**src/rtl/mc_pkg.sv**
```systemverilog
// mc_pkg: shared sequencer state type, opcode constants and register select codes.
package mc_pkg;

    typedef enum logic [1:0] {
        S_IDLE,
        S_FETCH,
        S_EXEC,
        S_RETIRE
    } ifetch_state_t;

    localparam logic [3:0] OP_ALU_FIRST = 4'b1001;

    localparam logic [5:0] REG_G0 = 6'd0;
    localparam logic [5:0] REG_P0 = 6'd1;
    localparam logic [5:0] REG_G1 = 6'd2;
    localparam logic [5:0] REG_G2 = 6'd3;
    localparam logic [5:0] REG_G3 = 6'd4;
    localparam logic [5:0] REG_P1 = 6'd5;

    function automatic logic [3:0] opcode_of(input logic [15:0] ir);
        return ir[15:12];
    endfunction

endpackage

```
**src/rtl/ifetch_watchdog.sv**
```systemverilog
// ifetch_watchdog: counts EXEC cycles and flags expiry on the TIMEOUT-th cycle.
module ifetch_watchdog #(
    parameter int TIMEOUT = 32
) (
    input  logic clk,
    input  logic rst,
    input  logic exec_i,
    output logic expire_o
);

    logic [7:0] cnt_q;

    always_ff @(posedge clk or posedge rst) begin
        if (rst) cnt_q <= '0;
        else     cnt_q <= exec_i ? cnt_q + 8'd1 : 8'd0;
    end

    assign expire_o = exec_i && (cnt_q == 8'(TIMEOUT - 1));

endmodule

```
**src/rtl/ifetch_seq.sv**
```systemverilog
// ifetch_seq: PC owner and fetch/exec/retire sequencer for the execute FSMs.
// Optional EXEC watchdog is enabled by defining IFETCH_WATCHDOG_EN.
module ifetch_seq
    import mc_pkg::*;
#(
    parameter int                ADDR_W   = 8,
    parameter logic [ADDR_W-1:0] RESET_PC = '0,
    parameter int                TIMEOUT  = 32
) (
    input  logic              clk,
    input  logic              rst,
    input  logic [15:0]       mem_rdata,
    input  logic              mem_ready,
    input  logic              PC_inc,
    input  logic              done,
    output logic              mem_req,
    output logic [ADDR_W-1:0] mem_addr,
    output logic [15:0]       fullBitNum,
    output logic              IF_active,
    output logic              exec_timeout
);

    ifetch_state_t     state_q, state_d;
    logic [ADDR_W-1:0] pc_q, pc_d;
    logic [15:0]       ir_q;
    logic              if_active_q, mem_req_q, timeout_q;
    logic              exec, expire, wd_fire;

    assign exec = state_q == S_EXEC;

`ifdef IFETCH_WATCHDOG_EN
    ifetch_watchdog #(.TIMEOUT(TIMEOUT)) u_wd (
        .clk      (clk),
        .rst      (rst),
        .exec_i   (exec),
        .expire_o (expire)
    );
`else
    assign expire = 1'b0;
`endif

    // A real done in the expiry cycle wins; the timeout only covers a missing done.
    assign wd_fire = expire && !done;

    always_comb begin
        state_d = state_q == S_IDLE  ? S_FETCH :
                  state_q == S_FETCH ? (mem_ready ? S_EXEC : S_FETCH) :
                  state_q == S_EXEC  ? ((done || wd_fire) ? S_RETIRE : S_EXEC) :
                                       S_FETCH;
        pc_d    = pc_q + ADDR_W'(exec && (PC_inc || wd_fire));
    end

    always_ff @(posedge clk or posedge rst) begin
        if (rst) begin
            state_q     <= S_IDLE;
            pc_q        <= RESET_PC;
            ir_q        <= '0;
            if_active_q <= 1'b1;
            mem_req_q   <= 1'b0;
            timeout_q   <= 1'b0;
        end else begin
            state_q     <= state_d;
            pc_q        <= pc_d;
            if (state_q == S_FETCH && mem_ready) ir_q <= mem_rdata;
            if_active_q <= state_d != S_EXEC;
            mem_req_q   <= state_d == S_FETCH;
            if (wd_fire) timeout_q <= 1'b1;
        end
    end

    assign mem_req      = mem_req_q;
    assign mem_addr     = pc_q;
    assign fullBitNum   = ir_q;
    assign IF_active    = if_active_q;
    assign exec_timeout = timeout_q;

endmodule

```
**config.mk**
```make
export PLATFORM = sky130hd
export DESIGN_NAME = ifetch_seq
export DESIGN_NICKNAME = d
export VERILOG_FILES = /design/src/rtl/mc_pkg.sv /design/src/rtl/ifetch_watchdog.sv /design/src/rtl/ifetch_seq.sv
export SDC_FILE = /design/constraint.sdc
export NUM_CORES = 1
export LEC_CHECK = 0
export BUFFER_PORTS_ARGS = -buffer_cell sky130_fd_sc_hd__buf_2
export CAP_MARGIN = 5
export CORE_ASPECT_RATIO = 0.5
export CORE_MARGIN = 5
export CORE_UTILIZATION = 30
export CTS_CLUSTER_SIZE = 30
export DETAILED_ROUTE_END_ITERATION = 8
export HOLD_SLACK_MARGIN = 0.12
export MAX_ROUTING_LAYER = met4
export SYNTH_ARGS = -nofsm -noshare
export SYNTH_HDL_FRONTEND = slang
export SYNTH_HIERARCHICAL = 1
export SYNTH_SLANG_ARGS = --single-unit
```
**constraint.sdc**
```tcl
create_clock -name clk -period 2.55 [get_ports clk]
set_input_delay 0.51 -clock clk [delete_from_list [all_inputs] [get_ports clk]]
set_output_delay 0.51 -clock clk [all_outputs]
set_load 0.005 [all_outputs]
```
==> key figures, run 1 <==
Synthesis
  • Post-Synth XOR/XNOR Area: around 4.7%
  • Seq/Total Area, Yosys: 62.4%
  • Synth Area in Simple Gates: 6.23%
  • Syn_nets: 96
  • Top cells by area, synth: dfrtp_1, mux2_4, mux2_2
  • Mux contribution to synthesized area: 18.4%
  • Largest area contributor in the netlist: dfrtp_1
  • Synth warn: 6
  • Synthesized area: approximately 0.0011 mm^2
  • Compound-Gate Fraction of Synth Area: 1.33%
  • Post-Syn Instances: 73
  • Largest family of logic cells by synthesized area: multiplexers
  • #FFs+latches synth: 28
  • Yosys top cell area share: 60.1%
  • Syn avg cell area: approximately 15 um^2
  • Area share of fa/ha/maj cells after synthesis: 2.22%
  • Library cells used by synthesis: 20

Flow run
  • Max Cap Viol: 0

STA
  • Post-route setup slack: 1010 ps
  • Setup Skew: ~4.9 ps
  • Fin crit period: between 1500 and 2000 ps
  • Endpoints failing setup: 0
  • Endpoints failing hold: 0
  • Final Cycle Share: roughly three fifths
  • Setup TNS: 0 ps
  • Max Fclk: ~650 MHz
  • Slew @ Worst Pin: around 600 ps
  • RSZ-0062 raised after global routing: no
  • Slew margin rel.: 59.0%
  • Fin. max-slew vios: 0

Floorplanning
  • Initial core utilization: 31.9%
  • Rows: 15
  • Die width: 96.6 um
  • I/O pins: 48
  • Chip height: between 50 and 60 um
  • Die area: 0.00515 mm^2
  • CORE AREA: 0.00353 mm^2

Global route
  • GR met3 Demand/Resource: 2.98%
  • Met1 Usage GRT: 9.28%
  • GRT busiest layer: met2
  • Gr usage total: 8.69%
  • M2 GR Usage: 15.1%
  • Largest net degree at the start of global routing: 20
  • First-pass GRT wire length: between 3000 and 4000 um
  • Grt total ovfl: 0
  • Vias in the first global route: 700
  • Initial antenna violation count: 0

Place
  • Dpl cells: 168
  • DP HPWL: 1560 um
  • Global placement routability congestion: 0.670
  • IO Port Bufs: 46
  • Placement Setup Slack: 983 ps

Layout
  • Finished Core Util: 40.9%
  • Sequential standard cell area: 702 um^2
  • Layout fillers: 364
  • N_diodes: 0
  • Layout cells sized above 1: 57.0%
  • Post-layout net count: approximately 150
  • Commonest cells after routing, fill and taps aside: buf_2, dfrtp_1, mux2_2, mux2_4
  • Footprint of the multi-input gates: 373 um^2
  • Commonest non-fill, non-tap cell in the layout: buf_2
  • Final cell count without fillers: 172
  • P&R area growth vs syn: 28.3%

Status
  • Outcome: finished clean

Clocking
  • CTS Hold Bufs: 0
  • Worst-skew pair later-pin latency: 270 ps
  • Total CTS buffers: 3
  • # H-tree levels: 1
  • # Post-CTS Setup Buffers: 0
  • Root Buffer: clkbuf_8
  • PostCTS Resize Cnt: 0
  • CTS Buffer Depth: 2
  • CTS tree: yes
  • Clock-pin transition on the worst setup and hold timing paths: 90 ps
  • CTS Sinks: 28

Setup path
  • Crit-path slowest cell: dfrtp_1
  • CP required: roughly 2700 ps
  • CP endpoint kind: flop
  • Worst-path cell chain: nand2b_1, nor2_1, ha_1, ha_1, nand3_1, nor2_1, xor2_1
  • Worst-path fanout max: 4
  • CP Class: reg2reg
  • R2r worst-path depth: 7
  • Worst Path Arrival: 1730 ps
  • Startpoint Class: flop
  • Crit path largest cell delay: between 400 and 500 ps

Detailed routing
  • Antenna-violating nets left: 0
  • Iter 0 DRT Violations: 5
  • DR DRC count: 0
  • Vias/cell: between 4 and 5
  • Vias post-DR: 691
  • Post-Route WL: 1990 um
  • Detailed Routing Iterations Pass 1: 3
  • Wirelength per Cell: 11.6 um

Power and ir drop
  • Max VDD drop: 0.372 mV
  • Pwr dens: ~1100 mW/mm^2
  • Leak: 0.764 nW

Min path
  • Worst hold-check path type: in2async
flip-flops by register name (all words and copies together) (netlist names):
register,flops
IF_active,1
fullBitNum,16
mem_addr,8
mem_req,1
state_q,2
final cells by class:
cell class / instances / share of cell area, %
flip-flops and latches: 28 / 48.7
multi-input cells: 39 / 25.8
repair buffers: 47 / 16.5
well taps: 51 / 4.42
clock buffers: 4 / 3.82
inverters: 3 / 0.781
through the flow:
stage	hold WS (ps)	area, um^2	power, mW
after floorplan	465	1120	1.09
after global placement	472	1390	1.28
after detailed placement	454	1390	1.29
after CTS	318	1440	1.57
after global routing	340	1440	1.65
final	301	1440	1.53
report_power, final:
part	switching, mW	total, mW	internal (mW)
Sequential	0.0974	0.735	0.637
Clock	0.127	0.265	0.138
Combinational	0.196	0.528	0.331
layer usage:
layer | vias to the layer above | wire (um)
met5 | - | 0
met4 | 0 | 27
met3 | 2 | 107
met2 | 17 | 1040
met1 | 340 | 811
li1 | 332 | -
final timing paths:
check                                       from                    endpoint  slack [ps]
setup / recovery            state_q[0]$_DFF_PP0_       mem_addr[6]$_DFF_PP0_        1010
hold / removal                               rst       mem_addr[1]$_DFF_PP0_         300
setup reg to reg            state_q[0]$_DFF_PP0_       mem_addr[6]$_DFF_PP0_        1010
hold reg to reg            mem_addr[7]$_DFF_PP0_       mem_addr[7]$_DFF_PP0_         460
max in group asynchronous                    rst  fullBitNum[12]$_DFFE_PP0P_        1640
min in group clk                    mem_rdata[3]   fullBitNum[3]$_DFFE_PP0P_         460
Yosys cell counts:
master    instances
and2_1            1
buf_12            1
buf_4             1
buf_6             1
conb_1            1
dfrtp_1          27
dfstp_2           1
ha_1              2
inv_1             3
mux2_2            9
mux2_4            7
nand2_1           3
nand2b_1          1
nand3_1           2
nand3b_4          1
nor2_1            3
nor3_1            1
o21a_1            2
xnor2_1           2
xor2_1            4
logic make-up (layout without fill, tap and decap cells):
| group | Yosys count | count (layout) |
|---|---|---|
| XOR/XNOR | 6 | 6 |
| buffers and inverters | 6 | 54 |
| multiplexers | 16 | 16 |
| AO/OA/AOI/OAI | 2 | 2 |
| other | 1 | 1 |
| AND/OR/NAND/NOR | 12 | 12 |
| adder cells (fa/ha/maj) | 2 | 2 |
| flip-flops | 28 | 28 |
critical path, delay by kind of cell, from the launching register on:
family | cells | cell delay, ps
simple gates | 4 | 550
flops | 1 | 410
fa+ha+maj | 2 | 350
xor+xnor | 1 | 160
No activity file was read; power rests on OpenSTA's default activity.
==> inputs of run 2 (changes only) <==
- clock period: 2.55 -> 1.29 ns (I/O delays scaled with it)
==> run 2 against run 1 <==
Net effect:
- the flow now finishes with violations (negative setup slack)
- routed wire length grew 8.4%
- power increased by 130%
- core utilization up 5.8 points
- clock-buffer cell count shrank 1
- critical path type unchanged
- largest cell class unchanged
- largest power group unchanged
- highest routed layer unchanged
==> key figures, run 2 (synthesized netlist as in run 1, its figures left out) <==
Clocking
  • CTS Buffer Depth: 2
  • Total CTS buffers: 3
  • CTS Sinks: 28
  • CTS tree: yes
  • Root Buffer: clkbuf_8
  • # H-tree levels: 1
  • Clock-pin transition on the worst setup and hold timing paths: 90 ps
  • Worst-skew pair later-pin latency: 270 ps

Detailed routing
  • Iter 0 DRT Violations: 18
  • Vias post-DR: 719
  • Wirelength per Cell: 12.0 um
  • Post-Route WL: between 2000 and 2500 um
  • Detailed Routing Iterations Pass 1: 4
  • Antenna-violating nets left: 0
  • Vias/cell: approximately 4
  • DR DRC count: 0

Layout
  • P&R area growth vs syn: 46.5%
  • Layout cells sized above 1: roughly two thirds
  • N_diodes: 0
  • Final Cell Area: 0.00165 mm^2
  • Commonest non-fill, non-tap cell in the layout: buf_2
  • Commonest cells after routing, fill and taps aside: buf_2, dfrtp_1, mux2_2, mux2_4, buf_4
  • Footprint of the multi-input gates: approximately 450 um^2
  • Max FFs per register: 16
  • Sequential standard cell area: between 700 and 800 um^2
  • Layout fillers: 348
  • Post-layout net count: 153

Global route
  • Largest net degree at the start of global routing: 29
  • First-pass GRT wire length: 3390 um
  • Gr usage total: 9.10%
  • GR met3 Demand/Resource: 2.56%
  • M2 GR Usage: 14.8%
  • Vias in the first global route: 701
  • Grt total ovfl: 0
  • Initial antenna violation count: 0
  • GRT busiest layer: met2
  • Met1 Usage GRT: 11.4%

Setup path
  • CP required: 1490 ps
  • Worst Path Arrival: approximately 1600 ps
  • CP Class: reg2reg
  • CP endpoint kind: flop
  • FF-to-FF Start: state_q[0]$_DFF_PP0_
  • Crit path largest cell delay: 400 ps
  • Crit-path slowest cell: dfrtp_1
  • Crit Reg-Reg Endpoint: mem_addr[6]$_DFF_PP0_
  • Worst-path cell chain: nand2b_4, nor2_4, ha_4, ha_4, nand3_4, nor2_2, xor2_1
  • CP dominant cell by count: ha_4
  • Worst-path fanout max: 2
  • R2r worst-path depth: 7
  • R2r setup slk: -70 ps
  • Startpoint Class: flop

Place
  • DP HPWL: 1570 um
  • Area after DPL: ~0.0014 mm^2
  • Placement Setup Slack: -116 ps
  • Global placement routability congestion: 0.674
  • IO Port Bufs: 46

STA
  • Endpoints failing setup: 2
  • Final Cycle Share: 106%
  • Post-route setup slack: -74.6 ps
  • Fin crit period: 1360 ps
  • Max Fclk: 733 MHz
  • RSZ-0062 raised after global routing: yes
  • Fin. max-slew vios: 0
  • Setup Skew: 5.55 ps
  • Endpoints failing hold: 0

Floorplanning
  • Chip height: 53.3 um
  • Die area: 0.00515 mm^2
  • Rows: 15
  • I/O pins: 48
  • Die width: between 90 and 100 um
  • CORE AREA: 0.00353 mm^2
  • Initial core utilization: 31.9%

Status
  • Failing checks: negative setup slack
  • Outcome: finished, violations left

Min path
  • Worst Hold End: fullBitNum[12]$_DFFE_PP0P_
  • Hold Path Depth: 2
  • Hold path start: mem_rdata[12]
  • Worst hold-check path type: in2reg

Power and ir drop
  • Overall Power: 3.50 mW
  • Pwr dens: 2130 mW/mm^2
  • Max VDD drop: 0.651 mV
  • Leak: 0.849 nW

Flow run
  • Max Cap Viol: 0
run 2: changes by cell type in the layout (fill, tap and decap cells not counted), sizes merged:
| cell | before | now |
|---|---|---|
| buf | 47 | 54 |
| dlygate4sd3 | 0 | 1 |
| bufinv | 0 | 1 |
| clkbuf | 4 | 3 |
run 2: worst max path at each step:
stage / from / endpoint / slack (ps) / cells after the start
finish: state_q[0]$_DFF_PP0_ / mem_addr[6]$_DFF_PP0_ / -70 / 7
global route: state_q[0]$_DFF_PP0_ / mem_addr[6]$_DFF_PP0_ / -140 / 7
CTS: state_q[0]$_DFF_PP0_ / mem_addr[6]$_DFF_PP0_ / -50 / 7
detailed placement: state_q[0]$_DFF_PP0_ / mem_addr[6]$_DFF_PP0_ / -120 / 7
global placement: state_q[0]$_DFF_PP0_ / mem_addr[6]$_DFF_PP0_ / -60 / 7
floorplan: state_q[0]$_DFF_PP0_ / mem_addr[6]$_DFF_PP0_ / -90 / 7
run 2: cell type report:
type | instances | area share [%]
clock inverter | 1 | 1.82
inverter | 3 | 0.683
timing repair buffer | 55 | 21.0
tap | 51 | 3.87
multi-input combinational | 39 | 27.6
sequential | 28 | 42.6
clock buffer | 3 | 2.51
run 2: power breakdown:
group	internal [mW]	leakage [nW]	switching (mW)
combinational	0.864	0.476	0.455
sequential	1.26	0.338	0.246
clock	0.415	0.0357	0.264
run 2: metrics by stage:
| stage | hold WS [ps] | std cells | TNS (ps) | utilization [%] |
|---|---|---|---|---|
| 6_report | 208 | 180 | -75.4 | 46.7 |
| 5_1_grt | 188 | 180 | -373 | 46.7 |
| 4_1_cts | 199 | 179 | -49.5 | 46.2 |
| 3_5_place_dp | 347 | 171 | -258 | 40.9 |
| 3_3_place_gp | 342 | 171 | -102 | 40.9 |
| 2_1_floorplan | 323 | 73 | -133 | - |
run 2: per-layer routing:
layer / routed length, um / vias up
met5: 0 / -
met4: 16 / 0
met3: 107 / 2
met2: 1130 / 17
met1: 899 / 350
li1: - / 350
run 2: worst max-delay path, delay by kind of cell, from the launching register on:
family / cells / cell delay [ps]
AND/OR/NAND/NOR: 4 / 440
adder cells (fa/ha/maj): 2 / 300
flip-flops: 1 / 400
XOR/XNOR: 1 / 150
run 2: repair_timing:
action,in CTS,in global routing
cloned,1,0
setup endpoints to repair,7,10
buffers inserted,3,1
gates resized for setup,8,2
pin swaps,2,2
hold buffers,1,0
hold endpoints to repair,27,0
